File: src/rtl/uart_rx_fifo_if.sv
// Consumer-facing bundle of the debug-link receiver: serial pin in, FIFO pop
// interface and error pulses out.
interface uart_rx_fifo_if #(
  parameter int DBIT = 8
);
  logic            i_rx;
  logic            i_rd;
  logic [DBIT-1:0] o_r_data;
  logic            o_rx_empty;
  logic            o_rx_full;
  logic            o_frame_err;
  logic            o_overrun;

  modport master (
    output i_rx, i_rd,
    input  o_r_data, o_rx_empty, o_rx_full, o_frame_err, o_overrun
  );

  modport slave (
    input  i_rx, i_rd,
    output o_r_data, o_rx_empty, o_rx_full, o_frame_err, o_overrun
  );
endinterface

File: src/rtl/uart_rx_fifo.sv
// 8N1 UART receiver with 16x oversampling feeding a first-word-fall-through
// FIFO consumed through an empty/pop interface.
module uart_rx_fifo #(
  parameter int DBIT     = 8,
  parameter int SB_TICK  = 16,
  parameter int DVSR     = 326,
  parameter int DVSR_BIT = 9,
  parameter int FIFO_W   = 5
) (
  input  logic          i_clk,
  input  logic          i_reset,
  uart_rx_fifo_if.slave bus
);
  localparam int NW    = (DBIT > 1) ? $clog2(DBIT) : 1;
  localparam int DEPTH = 1 << FIFO_W;

  typedef enum logic [1:0] {IDLE, START, DATA, STOP} state_t;

  // two-flop synchronizer; idles high so reset never looks like a start bit
  logic rx_meta, rx_s;
  always_ff @(posedge i_clk) begin
    if (i_reset) begin
      rx_meta <= 1'b1;
      rx_s    <= 1'b1;
    end else begin
      rx_meta <= bus.i_rx;
      rx_s    <= rx_meta;
    end
  end

  logic [DVSR_BIT-1:0] tick_cnt;
  logic                tick;
  assign tick = (tick_cnt == DVSR_BIT'(DVSR - 1));

  always_ff @(posedge i_clk) begin
    if (i_reset)   tick_cnt <= '0;
    else if (tick) tick_cnt <= '0;
    else           tick_cnt <= tick_cnt + 1'b1;
  end

  state_t          state_q, state_d;
  logic [3:0]      s_q, s_d;
  logic [NW-1:0]   n_q, n_d;
  logic [DBIT-1:0] sh_q, sh_d;
  logic            push, ferr;

  always_ff @(posedge i_clk) begin
    if (i_reset) begin
      state_q <= IDLE;
      s_q     <= '0;
      n_q     <= '0;
      sh_q    <= '0;
    end else begin
      state_q <= state_d;
      s_q     <= s_d;
      n_q     <= n_d;
      sh_q    <= sh_d;
    end
  end

  always_comb begin
    state_d = state_q;
    s_d     = s_q;
    n_d     = n_q;
    sh_d    = sh_q;
    push    = 1'b0;
    ferr    = 1'b0;
    case (state_q)
      IDLE: if (!rx_s) begin
        state_d = START;
        s_d     = '0;
      end
      START: if (tick) begin
        if (s_q == 4'd7) begin
          // mid start bit: a high line here is a glitch, not a frame
          state_d = rx_s ? IDLE : DATA;
          s_d     = '0;
          n_d     = '0;
        end else s_d = s_q + 1'b1;
      end
      DATA: if (tick) begin
        if (s_q == 4'd15) begin
          s_d  = '0;
          sh_d = {rx_s, sh_q[DBIT-1:1]};
          if (n_q == NW'(DBIT - 1)) state_d = STOP;
          else                      n_d = n_q + 1'b1;
        end else s_d = s_q + 1'b1;
      end
      STOP: if (tick) begin
        if (s_q == 4'(SB_TICK - 1)) begin
          state_d = IDLE;
          push    = rx_s;
          ferr    = !rx_s;
        end else s_d = s_q + 1'b1;
      end
      default: state_d = IDLE;
    endcase
  end

  logic [DBIT-1:0]   mem [DEPTH];
  logic [FIFO_W-1:0] wr_ptr, rd_ptr;
  logic [FIFO_W:0]   count;
  logic              empty, full, do_pop, do_push, ovr;
  logic              frame_err_q, overrun_q;

  assign empty   = (count == '0);
  assign full    = (count == (FIFO_W+1)'(DEPTH));
  assign do_pop  = bus.i_rd && !empty;
  // a pop in the same cycle frees the slot, so full only drops when nobody reads
  assign do_push = push && (!full || do_pop);
  assign ovr     = push && full && !do_pop;

  always_ff @(posedge i_clk) begin
    if (do_push) mem[wr_ptr] <= sh_q;
  end

  always_ff @(posedge i_clk) begin
    if (i_reset) begin
      wr_ptr      <= '0;
      rd_ptr      <= '0;
      count       <= '0;
      frame_err_q <= 1'b0;
      overrun_q   <= 1'b0;
    end else begin
      if (do_push) wr_ptr <= wr_ptr + 1'b1;
      if (do_pop)  rd_ptr <= rd_ptr + 1'b1;
      case ({do_push, do_pop})
        2'b10:   count <= count + 1'b1;
        2'b01:   count <= count - 1'b1;
        default: count <= count;
      endcase
      frame_err_q <= ferr;
      overrun_q   <= ovr;
    end
  end

  assign bus.o_r_data    = empty ? '0 : mem[rd_ptr];
  assign bus.o_rx_empty  = empty;
  assign bus.o_rx_full   = full;
  assign bus.o_frame_err = frame_err_q;
  assign bus.o_overrun   = overrun_q;
endmodule

File: src/flat_wrapper.sv
// flat-port wrapper written by rule: the top's interface ports become plain ports
module uart_rx_fifo_flat 
#(
  parameter int DBIT     = 8,
  parameter int SB_TICK  = 16,
  parameter int DVSR     = 326,
  parameter int DVSR_BIT = 9,
  parameter int FIFO_W   = 5
)
  (i_clk, i_reset, bus_i_rx, bus_i_rd, bus_o_r_data, bus_o_rx_empty, bus_o_rx_full, bus_o_frame_err, bus_o_overrun);
  uart_rx_fifo_if #(.DBIT(DBIT)) bus_i ();
  input  logic i_clk;
  input  logic i_reset;
  input wire logic [$bits(bus_i.i_rx)-1:0] bus_i_rx;
  input wire logic [$bits(bus_i.i_rd)-1:0] bus_i_rd;
  output wire logic [$bits(bus_i.o_r_data)-1:0] bus_o_r_data;
  output wire logic [$bits(bus_i.o_rx_empty)-1:0] bus_o_rx_empty;
  output wire logic [$bits(bus_i.o_rx_full)-1:0] bus_o_rx_full;
  output wire logic [$bits(bus_i.o_frame_err)-1:0] bus_o_frame_err;
  output wire logic [$bits(bus_i.o_overrun)-1:0] bus_o_overrun;
  assign bus_i.i_rx = bus_i_rx;
  assign bus_i.i_rd = bus_i_rd;
  assign bus_o_r_data = bus_i.o_r_data;
  assign bus_o_rx_empty = bus_i.o_rx_empty;
  assign bus_o_rx_full = bus_i.o_rx_full;
  assign bus_o_frame_err = bus_i.o_frame_err;
  assign bus_o_overrun = bus_i.o_overrun;
  uart_rx_fifo #(.DBIT(DBIT), .SB_TICK(SB_TICK), .DVSR(DVSR), .DVSR_BIT(DVSR_BIT), .FIFO_W(FIFO_W)) u_core (.i_clk(i_clk), .i_reset(i_reset), .bus(bus_i));
endmodule
File: config.mk
export PLATFORM = sky130hd
export DESIGN_NAME = uart_rx_fifo_flat
export DESIGN_NICKNAME = d
export VERILOG_FILES = /design/src/rtl/uart_rx_fifo_if.sv /design/src/rtl/uart_rx_fifo.sv /design/src/flat_wrapper.sv
export SDC_FILE = /design/constraint.sdc
export NUM_CORES = 1
export LEC_CHECK = 0
export CELL_PAD_IN_SITES_DETAIL_PLACEMENT = 0
export CELL_PAD_IN_SITES_GLOBAL_PLACEMENT = 1
export CORE_ASPECT_RATIO = 1.1
export CORE_MARGIN = 2
export CORE_UTILIZATION = 58
export CTS_CLUSTER_DIAMETER = 40
export DETAILED_ROUTE_END_ITERATION = 12
export GPL_ROUTABILITY_DRIVEN = 0
export MAX_ROUTING_LAYER = met4
export PLACE_DENSITY_LB_ADDON = 0.1
export SLEW_MARGIN = 20
export SYNTH_ARGS = -nofsm -noshare
export SYNTH_HDL_FRONTEND = slang
export SYNTH_SLANG_ARGS = --single-unit
File: constraint.sdc
create_clock -name i_clk -period 7.1 [get_ports i_clk]
set_input_delay 1.775 -clock i_clk [delete_from_list [all_inputs] [get_ports i_clk]]
set_output_delay 1.775 -clock i_clk [all_outputs]
set_load 0.05 [all_outputs]
==> impl_metrics.toml, run 1 <==
[status]
status = "finished, final reports clean"

[global_route]
grt_antenna_before_repair = 0
grt_max_degree = 65
grt_pass1_wl_um = 36900
track_usage = 0.2301
grt_pass1_vias = 6235
gr-total-overflow = 0

[timing]
rsz0062_at_grt = "false"
slew_headroom = 0.3251
finalSetupViolCount = 0
setup_tns_ns = 0
post-route-period-util = 0.7963
skew_ns = 0.01139
holdWs_ns = 0.4089
finalMaxSlewViolations = 0
max_freq_mhz = 176.9
period_minus_slack_ns = 5.654
hold_viol = 0
tightest_slew_ns = 1.009

[synth]
syn_inst = 701
synth_seq_area_share = 0.7025
postSynthAreaPerCell_um2 = 17.68
async_flop_share = 0
ys_types = 55
synth.area.top_cells = "edfxtp_1 (62%), mux4_2 (11%), dfxtp_1 (8.2%)"
synth_top_family_by_area = "multiplexers"
synth_compound_area_frac = 0.03240
synthMuxAreaShare = 0.1458
yosysWarnings = 0
synth-seq-cells = 307
synthSimpleGateAreaFrac = 0.07056
synth_edf_count = 256
synth_top_flop_cell = "edfxtp_1"
synth_area_leader_cell = "edfxtp_1"
synth_nets = 720
synth_top_area_frac = 0.6202
synthAdderAreaFrac = 0.01575
synthXorXnorAreaFrac = 0.01131
synth_area_um2 = 12400

[layout]
antenna_cells = 0
fillers = 1507
drive_gt1_frac = 0.1861
regArea_um2 = 8723
layout_commonest_cell = "edfxtp_1"
multi_input_area_um2 = 3418
area_delta_synth_final_pct = 12.14
nNetsFinal = 741
mostFrequentLayoutCells = "edfxtp_1 (256), nor2_1 (72), mux4_2 (60)"

[critical_path]
critPathTopFamily = "buffers and inverters"
max_stage_delay_ns = 0.93
setup.worst_path.end_class = "primary output"
arrival_ns = 3.88
crit_path_max_fanout = 64
crit_chain = "buf_4, mux4_2, mux4_2, inv_1, a2111oi_1, clkdlybuf4s50_1"
crit_type = "reg -> out"
cpMostUsedCell = "mux4_2"
path_buf_inv = 3
slowest_stage = "clkdlybuf4s50_1"
start_kind = "flop"
required_ns = 5.33

[pwr]
power_frac_clock = 0.483
switchingPower_uw = 717.0
internal_power_uw = 3045
swShare = 0.1906
power_density_nw_per_um2 = 270.7
ir_drop_mv = 0.1795
p_leak_uw = 0.004447
pwr-share-comb = 0.004
seqPwrFrac = 0.513
finalPower_uw = 3762

[job]
max-cap-violations = 0

[die]
std_cell_rows = 56
initial_utilization = 0.5858
die_y_um = 157.3
die_area_um2 = 22560
die_x_um = 143.4
io_pins = 16
core_um2 = 21160

[route]
dr.first_iter.drc_count = 436
drc = 0
viasPerCell = 6.094
ant_nets = 0
vias = 6319
drt-total-wl_um = 24380
first_pass_iters = 5
wire_per_inst_um = 23.51

[clock_network]
htreeDepth = 2
cts_tree = "done"
ctsHoldBuffers = 0
clock_sinks = 307
clock_latency_ns = 0.50
cts_buffer_depth = 3
clkSlewWorstSetupHoldPaths_ns = 0.06
post_cts_resized = 0
cts_root_buffer = "clkbuf_16"
post_cts_buffers = 0
numCtsBuffers = 36

[hold_path]
worstHoldPathType = "reg -> reg"

[placement]
dpl.hpwl_um = 14850
numPortBuffers = 15
## sequential cells by signal, indices dropped and copies added (netlist names), 3 cells and up, named ones only
name / flops
u_core.rd_ptr: 5
u_core.s_q: 4
u_core.sh_q: 8
u_core.mem: 256
u_core.wr_ptr: 5
u_core.count: 6
u_core.tick_cnt: 9
u_core.n_q: 3
## logic make-up after synthesis
| logic type | after synthesis |
|---|---|
| flip-flops | 307 |
| AND/OR/NAND/NOR | 172 |
| multiplexers | 86 |
| AO/OA/AOI/OAI | 58 |
| buffers and inverters | 47 |
| XOR/XNOR | 16 |
| adder cells (fa/ha/maj) | 15 |
## Yosys cell counts, types with 12 or more instances
master and n:
mux2i_1 14, mux4_1 12, nand3_1 17, inv_1 12, nand2_1 20, dfxtp_1 51, edfxtp_1 256, clkbuf_1 13
ha_1 14, xor2_1 12, nor2_1 72, a21oi_1 16, mux4_2 60
## final timing paths
| check | startpoint | end | slack, ns | depth (start not counted) |
|---|---|---|---|---|
| max | flop | bus_o_r_data[5] | 1.45 | 6 |
| min | u_core.rx_meta | u_core.rx_s | 0.41 | 1 |
| max reg2reg | u_core.count[0] | u_core.count[5] | 3.94 | 10 |
| min reg2reg | u_core.rx_meta | u_core.rx_s | 0.41 | 1 |
## metrics by stage
step / util / setup WS, ns / cell area, µm² / instances
after global routing: 0.6569 / 1.301 / 13900 / 1037
after detailed placement: 0.6008 / 1.942 / 12710 / 974
after CTS: 0.6565 / 1.411 / 13890 / 1037
final: 0.6569 / 1.446 / 13900 / 1037
after floorplan: - / 1.693 / 12400 / 701
after global placement: 0.6008 / 1.989 / 12710 / 974
## power by group through the flow
stage	combinational [µW]	sequential, µW	clock (µW)
6_report	15.1	1930	1820
5_1_grt	16.8	1930	1920
4_1_cts	15.3	1930	1850
3_5_place_dp	15.2	1970	0
3_3_place_gp	14.5	1970	0
2_1_floorplan	11.7	1970	0
## per-layer routing
| metal | global-route usage | part of all wire |
|---|---|---|
| met5 | - | 0 |
| met4 | 0.06956 | 0.023 |
| met3 | 0.03955 | 0.060 |
| met2 | 0.3580 | 0.49 |
| met1 | 0.3177 | 0.43 |
## cell type report
class,count,area share
Clock inverter,17,0.01575
Sequential cell,307,0.6275
Tap cell,290,0.02610
Timing Repair Buffer,18,0.01242
Multi-Input combinational cell,347,0.2459
Inverter,12,0.003240
Clock buffer,46,0.06904
## worst register-to-register path: cells and delay by family, from the launching register on
family | cells | cell delay [ns]
buffers and inverters | 1 | 0.23
DFF | 1 | 0.38
adders and majority gates | 1 | 0.41
AOI/OAI and AO/OA | 4 | 0.83
and+or+nand+nor | 4 | 1.19
Note: power is estimated with default switching activity, not from simulation.
==> inputs of run 2 (changes only) <==
--- a/config.mk
+++ b/config.mk
@@ -9,7 +9,7 @@
 export CELL_PAD_IN_SITES_GLOBAL_PLACEMENT = 1
 export CORE_ASPECT_RATIO = 1.1
 export CORE_MARGIN = 2
-export CORE_UTILIZATION = 58
+export CORE_UTILIZATION = 54
 export CTS_CLUSTER_DIAMETER = 40
 export DETAILED_ROUTE_END_ITERATION = 12
 export GPL_ROUTABILITY_DRIVEN = 0
==> constraint.sdc (replaced) <==
create_clock -name i_clk -period 5.7 [get_ports i_clk]
set_input_delay 1.425 -clock i_clk [delete_from_list [all_inputs] [get_ports i_clk]]
set_output_delay 1.425 -clock i_clk [all_outputs]
set_load 0.05 [all_outputs]
==> run 2 against run 1 <==
Compared with the run above: via count about the same; sequential share of layout area decreased by 0.87 points; routed wire length increased by 1.3%; flip-flop and latch count unchanged; highest routed layer unchanged; worst hold slack about the same.
==> impl_metrics.toml, run 2 (synthesis gave the netlist of run 1 again) <==
[route]
drc = 0
ant_nets = 0
dr.first_iter.drc_count = 583
drt-total-wl_um = 24690
vias = 6320
wire_per_inst_um = 23.38
first_pass_iters = 7
viasPerCell = 5.985

[critical_path]
setup.worst_path.end_class = "primary output"
crit_path_max_fanout = 52
required_ns = 4.28
crit_type = "reg -> out"
start_kind = "flop"
arrival_ns = 3.80

[clock_network]
numCtsBuffers = 38
ctsHoldBuffers = 0
cts_buffer_depth = 3
cts_tree = "done"
post_cts_resized = 0
clkSlewWorstSetupHoldPaths_ns = 0.06
clock_latency_ns = 0.52
htreeDepth = 2
cts_root_buffer = "clkbuf_16"
post_cts_buffers = 0
clock_sinks = 307

[die]
die_y_um = 162.9
die_x_um = 148.5
io_pins = 16
initial_utilization = 0.5457
core_um2 = 22710
die_area_um2 = 24180
std_cell_rows = 58

[layout]
largest_register_ffs = 256
largestRegisters = "u_core.mem x256, u_core.tick_cnt x9, u_core.sh_q x8"
nNetsFinal = 745
layout_commonest_cell = "edfxtp_1"
design_area_um2 = 14100
regMostFlops = "u_core.mem"
antenna_cells = 0
mostFrequentLayoutCells = "edfxtp_1 (256), nor2_1 (72), mux4_2 (60)"
area_delta_synth_final_pct = 13.73
drive_gt1_frac = 0.2037

[pwr]
switchingPower_uw = 963.2
pwr-share-comb = 0.004
swShare = 0.1973
power_density_nw_per_um2 = 346.3
ir_drop_mv = 0.2425
p_leak_uw = 0.004547
power_frac_clock = 0.504
internal_power_uw = 3918
seqPwrFrac = 0.492
finalPower_uw = 4882

[timing]
holdWs_ns = 0.4091
setup_tns_ns = 0
period_minus_slack_ns = 5.222
hold_viol = 0
finalMaxSlewViolations = 0
max_freq_mhz = 191.5
finalSetupViolCount = 0
tightest_slew_ns = 1.026
layout_setup_ws_ns = 0.4776
rsz0062_at_grt = "false"
slew_headroom = 0.3136
post-route-period-util = 0.9162
skew_ns = 0.02521

[placement]
post-place-ws_ns = 0.8493
numPortBuffers = 15
place_area_um2 = 12750
dpl.hpwl_um = 15350

[global_route]
grt_max_degree = 53
track_usage = 0.2198
grt_pass1_wl_um = 38160
grt_antenna_before_repair = 0
grt_pass1_vias = 6479
gr-total-overflow = 0

[job]
max-cap-violations = 0

[status]
status = "finished, final reports clean"

[hold_path]
worstHoldPathType = "reg -> reg"
run 2: cell types whose count changed in the layout (fill, tap and decap cells not counted), moves of 2 or more:
cell	before	now
clkbuf_1	9	2
clkbuf_16	37	42
clkinv_2	3	6
inv_8	1	4
clkinv_1	1	3
run 2: metrics by stage:
step | cells | util
after floorplan | 701 | -
after global placement | 986 | 0.5615
after detailed placement | 986 | 0.5615
after CTS | 1056 | 0.6202
after global routing | 1056 | 0.6206
final | 1056 | 0.6206
run 2: area by class of cell:
class | count | area (µm²)
inverters | 12 | 45.04
well taps | 300 | 375.4
multi-input cells | 347 | 3418
repair buffers | 20 | 200.2
fillers | 1618 | 8617
flip-flops and latches | 307 | 8725
clock inverters | 25 | 261.5
clock buffers | 45 | 1072
run 2: routing by layer:
metal  up-vias  part of all wire  global-route usage
li1       2846                 -                   -
met1      3257              0.41              0.2882
met2       186              0.52              0.3687
met3        31             0.051             0.03557
met4         0             0.015             0.04805
met5         -                 0                   -
run 2: worst paths after layout:
path	start	endpoint	slack, ns	depth (start not counted)
min	u_core.rx_meta	u_core.rx_s	0.41	1
max reg2reg	u_core.count[0]	u_core.count[5]	2.63	10
min reg2reg	u_core.rx_meta	u_core.rx_s	0.41	1
max	flop	bus_o_r_data[5]	0.48	5
run 2: power groups by stage:
stage               logic (µW)  registers, µW  clock network [µW]
global route              21.4           2400                2600
global placement          18.6           2450                   0
floorplan                 14.5           2450                   0
finish                    18.9           2400                2460
detailed placement        19.2           2450                   0
CTS                       19.2           2400                2510
run 2: worst max-delay path, stage by stage, from the launching register on:
cell,delay [ns]
dfxtp_4,1.00
mux4_1,0.42
mux4_2,0.30
inv_1,0.06
a2111oi_1,0.57
clkdlybuf4s50_1,0.91
